`config.mk`:
```
export PLATFORM = sky130hd
export DESIGN_NAME = bin2csd_seq
export DESIGN_NICKNAME = d
export VERILOG_FILES = /design/src/rtl/bin2csd_seq_pkg.sv /design/src/rtl/bin2csd_digit.sv /design/src/rtl/bin2csd_seq.sv
export SDC_FILE = /design/constraint.sdc
export NUM_CORES = 1
export LEC_CHECK = 0
export CAP_MARGIN = 20
export CORE_UTILIZATION = 49
export CTS_BUF_LIST = sky130_fd_sc_hd__clkbuf_2 sky130_fd_sc_hd__clkbuf_4 sky130_fd_sc_hd__clkbuf_8
export DETAILED_ROUTE_END_ITERATION = 6
export PLACE_DENSITY = 0.74
export RECOVER_POWER = 25
export SLEW_MARGIN = 40
export SYNTH_ARGS = -nofsm -noshare
export SYNTH_HDL_FRONTEND = slang
export SYNTH_SLANG_ARGS = --single-unit
export TNS_END_PERCENT = 20
```
`constraint.sdc`:
```
create_clock -name clk -period 2.2 [get_ports clk]
set_input_delay 0.66 -clock clk [delete_from_list [all_inputs] [get_ports clk]]
set_output_delay 0.66 -clock clk [all_outputs]
set_load 0.03 [all_outputs]
```
`src/rtl/bin2csd_seq_pkg.sv`:
```
// Shared CSD digit codes and FSM state type for the binary/CSD converters.
package bin2csd_seq_pkg;

  typedef enum logic [1:0] {
    S_IDLE = 2'b00,
    S_CONV = 2'b01,
    S_DONE = 2'b10
  } state_t;

  localparam logic [1:0] CSD_ZERO = 2'b00;
  localparam logic [1:0] CSD_POS  = 2'b01;
  localparam logic [1:0] CSD_NEG  = 2'b11;

endpackage

```
`src/rtl/bin2csd_digit.sv`:
```
// One non-adjacent-form digit step: picks d from r[1:0] and forms (r - d) >>> 1.
module bin2csd_digit
  import bin2csd_seq_pkg::*;
#(
  parameter int RW = 6
) (
  input  logic [RW-1:0] r,
  output logic [1:0]    code,
  output logic [RW-1:0] r_next
);

  // For odd r, (r-1)>>>1 == r>>>1 and (r+1)>>>1 == (r>>>1)+1, so no full subtractor is needed.
  always_comb begin
    code   = CSD_ZERO;
    r_next = {r[RW-1], r[RW-1:1]};
    if (r[1:0] == 2'b01) begin
      code = CSD_POS;
    end else if (r[1:0] == 2'b11) begin
      code   = CSD_NEG;
      r_next = {r[RW-1], r[RW-1:1]} + RW'(1);
    end
  end

endmodule

```
`src/rtl/bin2csd_seq.sv`:
```
// Iterative binary-to-CSD encoder, one digit per clock, LSB first.
// Optional BIN2CSD_EARLY_TERM_EN: leave CONV as soon as the residue reaches zero.
module bin2csd_seq
  import bin2csd_seq_pkg::*;
#(
  parameter int W = 5
) (
  input  logic           clk,
  input  logic           rst,
  input  logic           in_valid,
  output logic           in_ready,
  input  logic [W-1:0]   x,
  output logic           out_valid,
  input  logic           out_ready,
  output logic [2*W-1:0] y
);

  localparam int CW = (W > 1) ? $clog2(W) : 1;

  state_t        state, state_nx;
  logic [W:0]    r;
  logic [W:0]    r_next;
  logic [CW-1:0] cnt;
  logic [1:0]    code;
  logic          last;

  bin2csd_digit #(.RW(W + 1)) u_digit (
    .r      (r),
    .code   (code),
    .r_next (r_next)
  );

`ifdef BIN2CSD_EARLY_TERM_EN
  assign last = (cnt == CW'(W - 1)) || (r_next == '0);
`else
  assign last = (cnt == CW'(W - 1));
`endif

  always_ff @(posedge clk) begin
    if (rst) state <= S_IDLE;
    else     state <= state_nx;
  end

  always_comb begin
    state_nx  = state;
    in_ready  = 1'b0;
    out_valid = 1'b0;
    case (state)
      S_IDLE: begin
        in_ready = !rst;
        if (in_valid) state_nx = S_CONV;
      end
      S_CONV: begin
        if (last) state_nx = S_DONE;
      end
      S_DONE: begin
        out_valid = 1'b1;
        if (out_ready) state_nx = S_IDLE;
      end
      default: state_nx = S_IDLE;
    endcase
  end

  always_ff @(posedge clk) begin
    if (rst) begin
      y   <= '0;
      r   <= '0;
      cnt <= '0;
    end else begin
      case (state)
        S_IDLE: begin
          if (in_valid) begin
            r   <= {x[W-1], x};
            y   <= '0;
            cnt <= '0;
          end
        end
        S_CONV: begin
          for (int unsigned i = 0; i < W; i++) begin
            if (cnt == CW'(i)) y[2*i +: 2] <= code;
          end
          r   <= r_next;
          cnt <= cnt + CW'(1);
        end
        default: ;
      endcase
    end
  end

endmodule

```
# Word-level counts from Yosys, hierarchy flattened
# Cells that the tools add are included.
[totals]
input_bits = 9
output_inout_bits = 12
word_cells = 61
reg_bits = 21
[op_classes]
n_eq_ne = 17
reduce_logical = 12
muxes = 21
add_sub_neg = 2
[op_table]
columns = ["op", "n"]
rows = [
  ["$mux 2", 10],
  ["$pmux 10 s2", 1],
  ["$mux 6", 3],
  ["$reduce_and 3->1", 6],
  ["$ne 2x2->1 const B", 8],
  ["$pmux 6 s2", 1],
  ["$mux 10", 1],
  ["$add 5x2->6 const B", 1],
  ["$eq 3x2->1 const B", 2],
  ["$pmux 2 s3", 1],
  ["$pmux 3 s2", 1],
  ["$eq 2x1->1 const B", 2],
  ["$eq 2x2->1 const B", 2],
  ["$reduce_and 4->1", 1],
  ["$add 3x1->3 const B", 1],
  ["$eq 3x1->1 const B", 1],
  ["$eq 3x3->1 const B", 1],
  ["$logic_not 3->1", 1],
  ["$mux 3", 1],
  ["$logic_not 2->1", 1],
  ["$mux 1", 2],
  ["$ne 2x1->1 const B", 1],
  ["$reduce_and 2->1", 1],
  ["$reduce_bool 2->1", 1],
  ["$logic_not 1->1", 1],
]

# Depth between registers and ports, before layout
# Gate-level depths: netlist of run 1.
[depth]
ltp_word = 5
mapped_depth = 6
ltp_nobuf = 6

# Hierarchy
# From an unflattened synthesis of run 1, not the netlist that was laid out.
[unflattened]
cells_unflattened = 122
area_unflattened_um2 = 1196.1
[modules_own_cells]
columns = ["module", "area_each_um2", "instances", "cells_per_inst"]
rows = [
  ["bin2csd_seq", 1072.3, 1, 108],
  ["bin2csd_digit", 123.9, 1, 14],
]

# Least setup slack after synthesis of run 1
# OpenSTA, ideal clock, no wires.
[synth_path]
kind = "in2out"
start = "in rst"
end = "out in_ready"
cell_stages = 3
t_arrival_ps = 1676
path_slack_ps = -136
required_ps = 1540
n_path_buf = 2
path_cell_list = "clkbuf_1 -> clkbuf_1 -> nor3_1"
[synth_via]
elab_chain_cells = 2
[synth_lines]
columns = ["element", "line", "rtl"]
rows = [
  ["start, declared", "bin2csd_seq.sv:9", "input logic rst,"],
  ["$logic_not 1->1", "bin2csd_seq.sv:50", "in_ready = !rst;"],
  ["$mux 1", "bin2csd_seq.sv:48", "case (state)"],
  ["end, declared", "bin2csd_seq.sv:11", "output logic in_ready,"],
]
# No other way between the ends.

# Worst setup path in the final report of run 1
# Ends and elaborated chain as after synthesis.

==> results.json, run 1 <==
{
  "synth_cells": 137,
  "critPathRequiredTime_ns": 1.54,
  "final-hold-violation-count": 0,
  "vias": 1043,
  "crit_path_end_kind": "primary output",
  "cts_setup_buffers": 0,
  "clock_latency_ns": 0.31,
  "power_frac_seq_pct": 58.2,
  "worstReg2RegStart": "state[0]",
  "final_antenna_net_count": 0,
  "switching_power_uw": 206,
  "layout_min_cycle_time_ns": 2.08,
  "initial_utilization_pct": 51.6,
  "grt_pass1_vias": 858,
  "wire_per_inst_um": 13.0,
  "drt_iter0_markers": 46,
  "rrSetupSlack_ns": 0.53,
  "remaining_global_route_overflow": 0,
  "whs_path_depth": 2,
  "htree_levels": 1,
  "post_route_cells_drive_above_1_share_pct": 9.80,
  "synth-main-ff-cell": "dfxtp_1",
  "fin_skew_ns": 0.00509,
  "worstRegToRegCells": 3,
  "r2r_end": "y[4]",
  "leak_pwr_nw": 0.496,
  "ys_seq_elements": 21,
  "ys_top_cells_by_area": "dfxtp_1 (37%), ha_1 (6.6%), a21oi_1 (6.2%), o32ai_1 (5.4%), nand2b_1 (3.9%)",
  "cts_max_path_buffers": 2,
  "timing.critical_path.arrival_ns": 1.42,
  "via_to_cell_ratio": 5.76,
  "status": "finished clean",
  "pin_count_of_the_biggest_net_entering_global_routing": 27,
  "final.fill_count": 197,
  "timing_worst_slew_pin_value_ns": 0.537,
  "finalSetupViolCount": 0,
  "pwr_density_cell_nw_per_um2": 533,
  "grt_use_total_pct": 20.8,
  "setup.worst_path.class": "input port to primary output",
  "synth_sequential_area_ratio_pct": 37.2,
  "max-slew-margin-rel_pct": 64.2,
  "std_cell_rows": 17,
  "clock_sink_count": 21,
  "cts_repair_resize_count": 0,
  "hold-path-endpoint": "y[6]",
  "hold_path.class": "flip-flop to flip-flop",
  "cts_tree": "done",
  "cts_buffers": 3,
  "io_buffer_count": 20,
  "timing.max_cap.violations": 0,
  "post_synth_instance_area_um2": 1130,
  "p_comb_share_pct": 15.8,
  "dieArea_um2": 2500,
  "p_int_uw": 519,
  "slew_viol_final": 0,
  "layout_worst_path_cycle_share_pct": 94.3,
  "critPathLaunchType": "input port",
  "async_reset_ff_share_pct": 0,
  "power_uw": 725,
  "rsz0062_at_grt": "false",
  "worst_hold_startpoint": "y[6]",
  "core_area_um2": 2190,
  "hpwlAfterDp_um": 1710,
  "chipWidth_um": 50.0,
  "setup-tns-final_ns": 0,
  "place.gp.congestion": 0.825,
  "drc": 0,
  "post-synth-top-area-cell": "dfxtp_1",
  "io-pin-count": 21,
  "pwr-share-clk_pct": 26.0,
  "syn_avg_cell_area_um2": 8.25,
  "number_of_antenna_violations_at_the_first_check_in_global_routing": 0,
  "mostFrequentLayoutCell": "dfxtp_1",
  "holdBufCountCts": 0,
  "vdd_ir_drop_max_mv": 0.292,
  "syn_to_final_growth_pct": 20.4,
  "commonest_cells_after_routing_fill_and_taps_aside": "dfxtp_1 (20), clkdlybuf4s50_1 (17), a21oi_1 (14)",
  "path_clk_slew_ns": 0.12,
  "edff_count_synth": 0,
  "totalWireLength_um": 2360,
  "mappedNetlistNets": 152,
  "max_fclk_mhz": 482,
  "critPathMaxFanout": 2,
  "cts.root.buffer_cell": "clkbuf_4",
  "final_antenna_diode_count": 0,
  "first_pass_iters": 5,
  "global_route_wire_length_before_repair_um": 3960,
  "power.switching_fraction_pct": 28.4,
  "nets": 169,
  "synthDistinctLibCells": 33,
  "yosys_warnings": 0,
  "die_height_um": 50.0,
  "synth_top_cell_area_share_pct": 37.2
}
final cells by class:
class | instances | area, um^2 | area share [%]
flip-flops and latches | 21 | 422 | 31.0
clock inverters | 1 | 5.00 | 0.368
well taps | 28 | 35.0 | 2.58
inverters | 10 | 37.5 | 2.76
multi-input cells | 95 | 621 | 45.6
repair buffers | 23 | 218 | 16.0
clock buffers | 3 | 22.5 | 1.66
cell usage after synthesis (all sizes together) (2+ instances only):
master  number
dfxtp       21
a21oi       14
nor2        11
inv         10
nand3        8
nand2        7
nand2b       7
o32ai        7
buf          6
ha           6
clkbuf       5
nor2b        5
nor3         4
o21ai        4
o22a         4
o22ai        2
xnor2        2
metal layers:
metal	GRT usage (%)	up-vias	part of all wire [%]
met5	0	-	0
met4	7.14	0	0.98
met3	3.70	4	3.9
met2	31.3	33	46
met1	29.4	492	49
li1	-	514	-
worst max-delay path by stage:
stage,from,to,slack [ns]
after floorplan,rst,in_ready,0.12
after global placement,rst,in_ready,0.11
after detailed placement,rst,in_ready,0.11
after CTS,state[1],out_valid,0.09
after global routing,rst,in_ready,0.08
final,rst,in_ready,0.12
worst max-delay path, cell delays in order:
cell             delay [ns]
clkdlybuf4s50_1        0.44
nor3_2                 0.13
buf_4                  0.19
state kept, by name, indices dropped and copies added, names as in the netlist:
register and count:
cnt 3, r 6, state 2, y 10
per-stage QoR:
| stage | setup slack [ns] | cells | utilization, % | instance area [um^2] | hold WS [ns] |
|---|---|---|---|---|---|
| after global placement | 0.106 | 177 | 60.8 | 1330 | 0.446 |
| after floorplan | 0.119 | 137 | - | 1130 | 0.479 |
| final | 0.124 | 181 | 62.1 | 1360 | 0.463 |
| after detailed placement | 0.110 | 177 | 60.8 | 1330 | 0.448 |
| after global routing | 0.0764 | 181 | 62.1 | 1360 | 0.502 |
| after CTS | 0.0854 | 181 | 62.0 | 1360 | 0.470 |
cells by family (layout without fill, tap and decap cells):
family | count (synthesis) | in the layout | synth area share (%)
mux | 2 | 2 | 1.88
simple gates | 46 | 46 | 21.2
xor+xnor | 3 | 3 | 2.33
fa+ha+maj | 6 | 6 | 6.64
compound gates | 38 | 38 | 22.5
buf+inv | 21 | 37 | 8.30
flops | 21 | 21 | 37.2
power by group through the flow:
stage / clock network, mW / registers (mW) / logic (mW)
after detailed placement: 0 / 0.430 / 0.114
after floorplan: 0 / 0.417 / 0.0895
after global routing: 0.210 / 0.426 / 0.127
final: 0.189 / 0.422 / 0.114
after global placement: 0 / 0.429 / 0.112
after CTS: 0.195 / 0.421 / 0.115
No activity file was read; power rests on OpenSTA's default activity.
==> run 2, diff against run 1 <==
- CORE_MARGIN: not set -> 1.5
==> results.json, run 2 (synthesis results as in run 1) <==
{
  "grt_use_total_pct": 21.6,
  "die_height_um": 51.0,
  "first_pass_iters": 4,
  "syn_to_final_growth_pct": 20.4,
  "power_uw": 734,
  "final-hold-violation-count": 0,
  "final_antenna_diode_count": 0,
  "chipWidth_um": 51.0,
  "io_buffer_count": 20,
  "placement.cell_area_um2": 1330,
  "crit_path_end_kind": "primary output",
  "place.gp.congestion": 0.832,
  "std_cell_rows": 17,
  "critPathRequiredTime_ns": 1.54,
  "remaining_global_route_overflow": 0,
  "nets": 169,
  "pin_count_of_the_biggest_net_entering_global_routing": 27,
  "topRoutingLayerUsed": "met4",
  "final_antenna_net_count": 0,
  "global_route_wire_length_before_repair_um": 4260,
  "cts_repair_resize_count": 0,
  "initial_utilization_pct": 51.6,
  "drc": 0,
  "timing.critical_path.arrival_ns": 1.41,
  "number_of_antenna_violations_at_the_first_check_in_global_routing": 0,
  "largest_registers_ranked_by_flip_flop_count": "y (10), r (6), cnt (3)",
  "largest_register_ffs": 10,
  "hold_path.class": "flip-flop to flip-flop",
  "cts_buffers": 3,
  "cts_tree": "done",
  "io-pin-count": 21,
  "finalInstanceArea_um2": 1360,
  "timing_worst_slew_pin_value_ns": 0.549,
  "wl_met1_um": 1210,
  "via_to_cell_ratio": 5.70,
  "detailroute.wirelength.met2_um": 1180,
  "pwr_density_cell_nw_per_um2": 540,
  "largest_register": "y",
  "totalWireLength_um": 2520,
  "leak_pwr_nw": 0.497,
  "grt_pass1_vias": 916,
  "critPathLaunchType": "input port",
  "slew_viol_final": 0,
  "cts.root.buffer_cell": "clkbuf_4",
  "status": "finished clean",
  "setup-tns-final_ns": 0,
  "timing.max_cap.violations": 0,
  "post_route_cells_drive_above_1_share_pct": 9.80,
  "mostFrequentLayoutCell": "dfxtp_1",
  "core_area_um2": 2190,
  "setup.worst_path.class": "input port to primary output",
  "cts_setup_buffers": 0,
  "commonest_cells_after_routing_fill_and_taps_aside": "dfxtp_1 (20), clkdlybuf4s50_1 (17), a21oi_1 (14)",
  "cts_max_path_buffers": 2,
  "layout_min_cycle_time_ns": 2.07,
  "vias": 1031,
  "vdd_ir_drop_max_mv": 0.355,
  "drt_iter0_markers": 16,
  "path_clk_slew_ns": 0.11,
  "clock_latency_ns": 0.30,
  "dr_wl_met3_um": 120,
  "max-slew-margin-rel_pct": 63.4,
  "dieArea_um2": 2600,
  "clock_sink_count": 21,
  "finalSetupViolCount": 0,
  "holdBufCountCts": 0,
  "hpwlAfterDp_um": 1790,
  "final.fill_count": 215,
  "htree_levels": 1,
  "critPathMaxFanout": 2,
  "fin_skew_ns": 0.00569,
  "multiInputGateArea_um2": 621,
  "rsz0062_at_grt": "false",
  "max_fclk_mhz": 482,
  "wire_per_inst_um": 13.9,
  "ff_latch_area_um2": 422,
  "layout_worst_path_cycle_share_pct": 94.2
}
-- run 2: changes by cell type in the layout (fill, tap and decap cells not counted) --
| cell | change |
|---|---|
| clkbuf_2 | +1 |
| clkbuf_4 | +1 |
| buf_4 | -1 |
| clkinv_2 | -1 |
-- run 2: report_power, final --
part	internal (mW)	switching, mW
Combinational	0.0564	0.0592
Clock	0.0830	0.113
Sequential	0.394	0.0284
-- run 2: through the flow --
step	std cells	hold slack, ns	worst slack, ns	utilization (%)
6_report	181	0.465	0.127	62.1
3_5_place_dp	177	0.449	0.128	60.8
5_1_grt	181	0.496	0.0857	62.1
3_3_place_gp	177	0.446	0.105	60.8
4_1_cts	181	0.469	0.0650	62.1
2_1_floorplan	137	0.479	0.119	-
-- run 2: final cells by class --
cell class / instances / area share [%]
tap: 28 / 2.58
sequential: 21 / 31.0
clock buffer: 4 / 2.21
multi-input combinational: 95 / 45.6
inverter: 10 / 2.76
timing repair buffer: 23 / 15.8
-- run 2: path summary, 6_finish.rpt --
kind / endpoint / cells past startpoint / from / slack (ns)
worst max-delay path: in_ready / 3 / rst / 0.13
worst min-delay path: y[6] / 2 / y[6] / 0.46
worst max register to register: y[4] / 3 / state[0] / 0.54
worst min register to register: y[6] / 2 / y[6] / 0.46
-- run 2: metal layers --
layer	vias to the layer above	track usage [%]
met3	2	3.51
met5	-	0
met2	32	33.8
met1	479	30.6
met4	0	6.31
li1	518	-
-- run 2: worst max-delay path, cell delays in order --
cell,delay [ns]
clkdlybuf4s50_1,0.44
nor3_2,0.13
buf_4,0.19
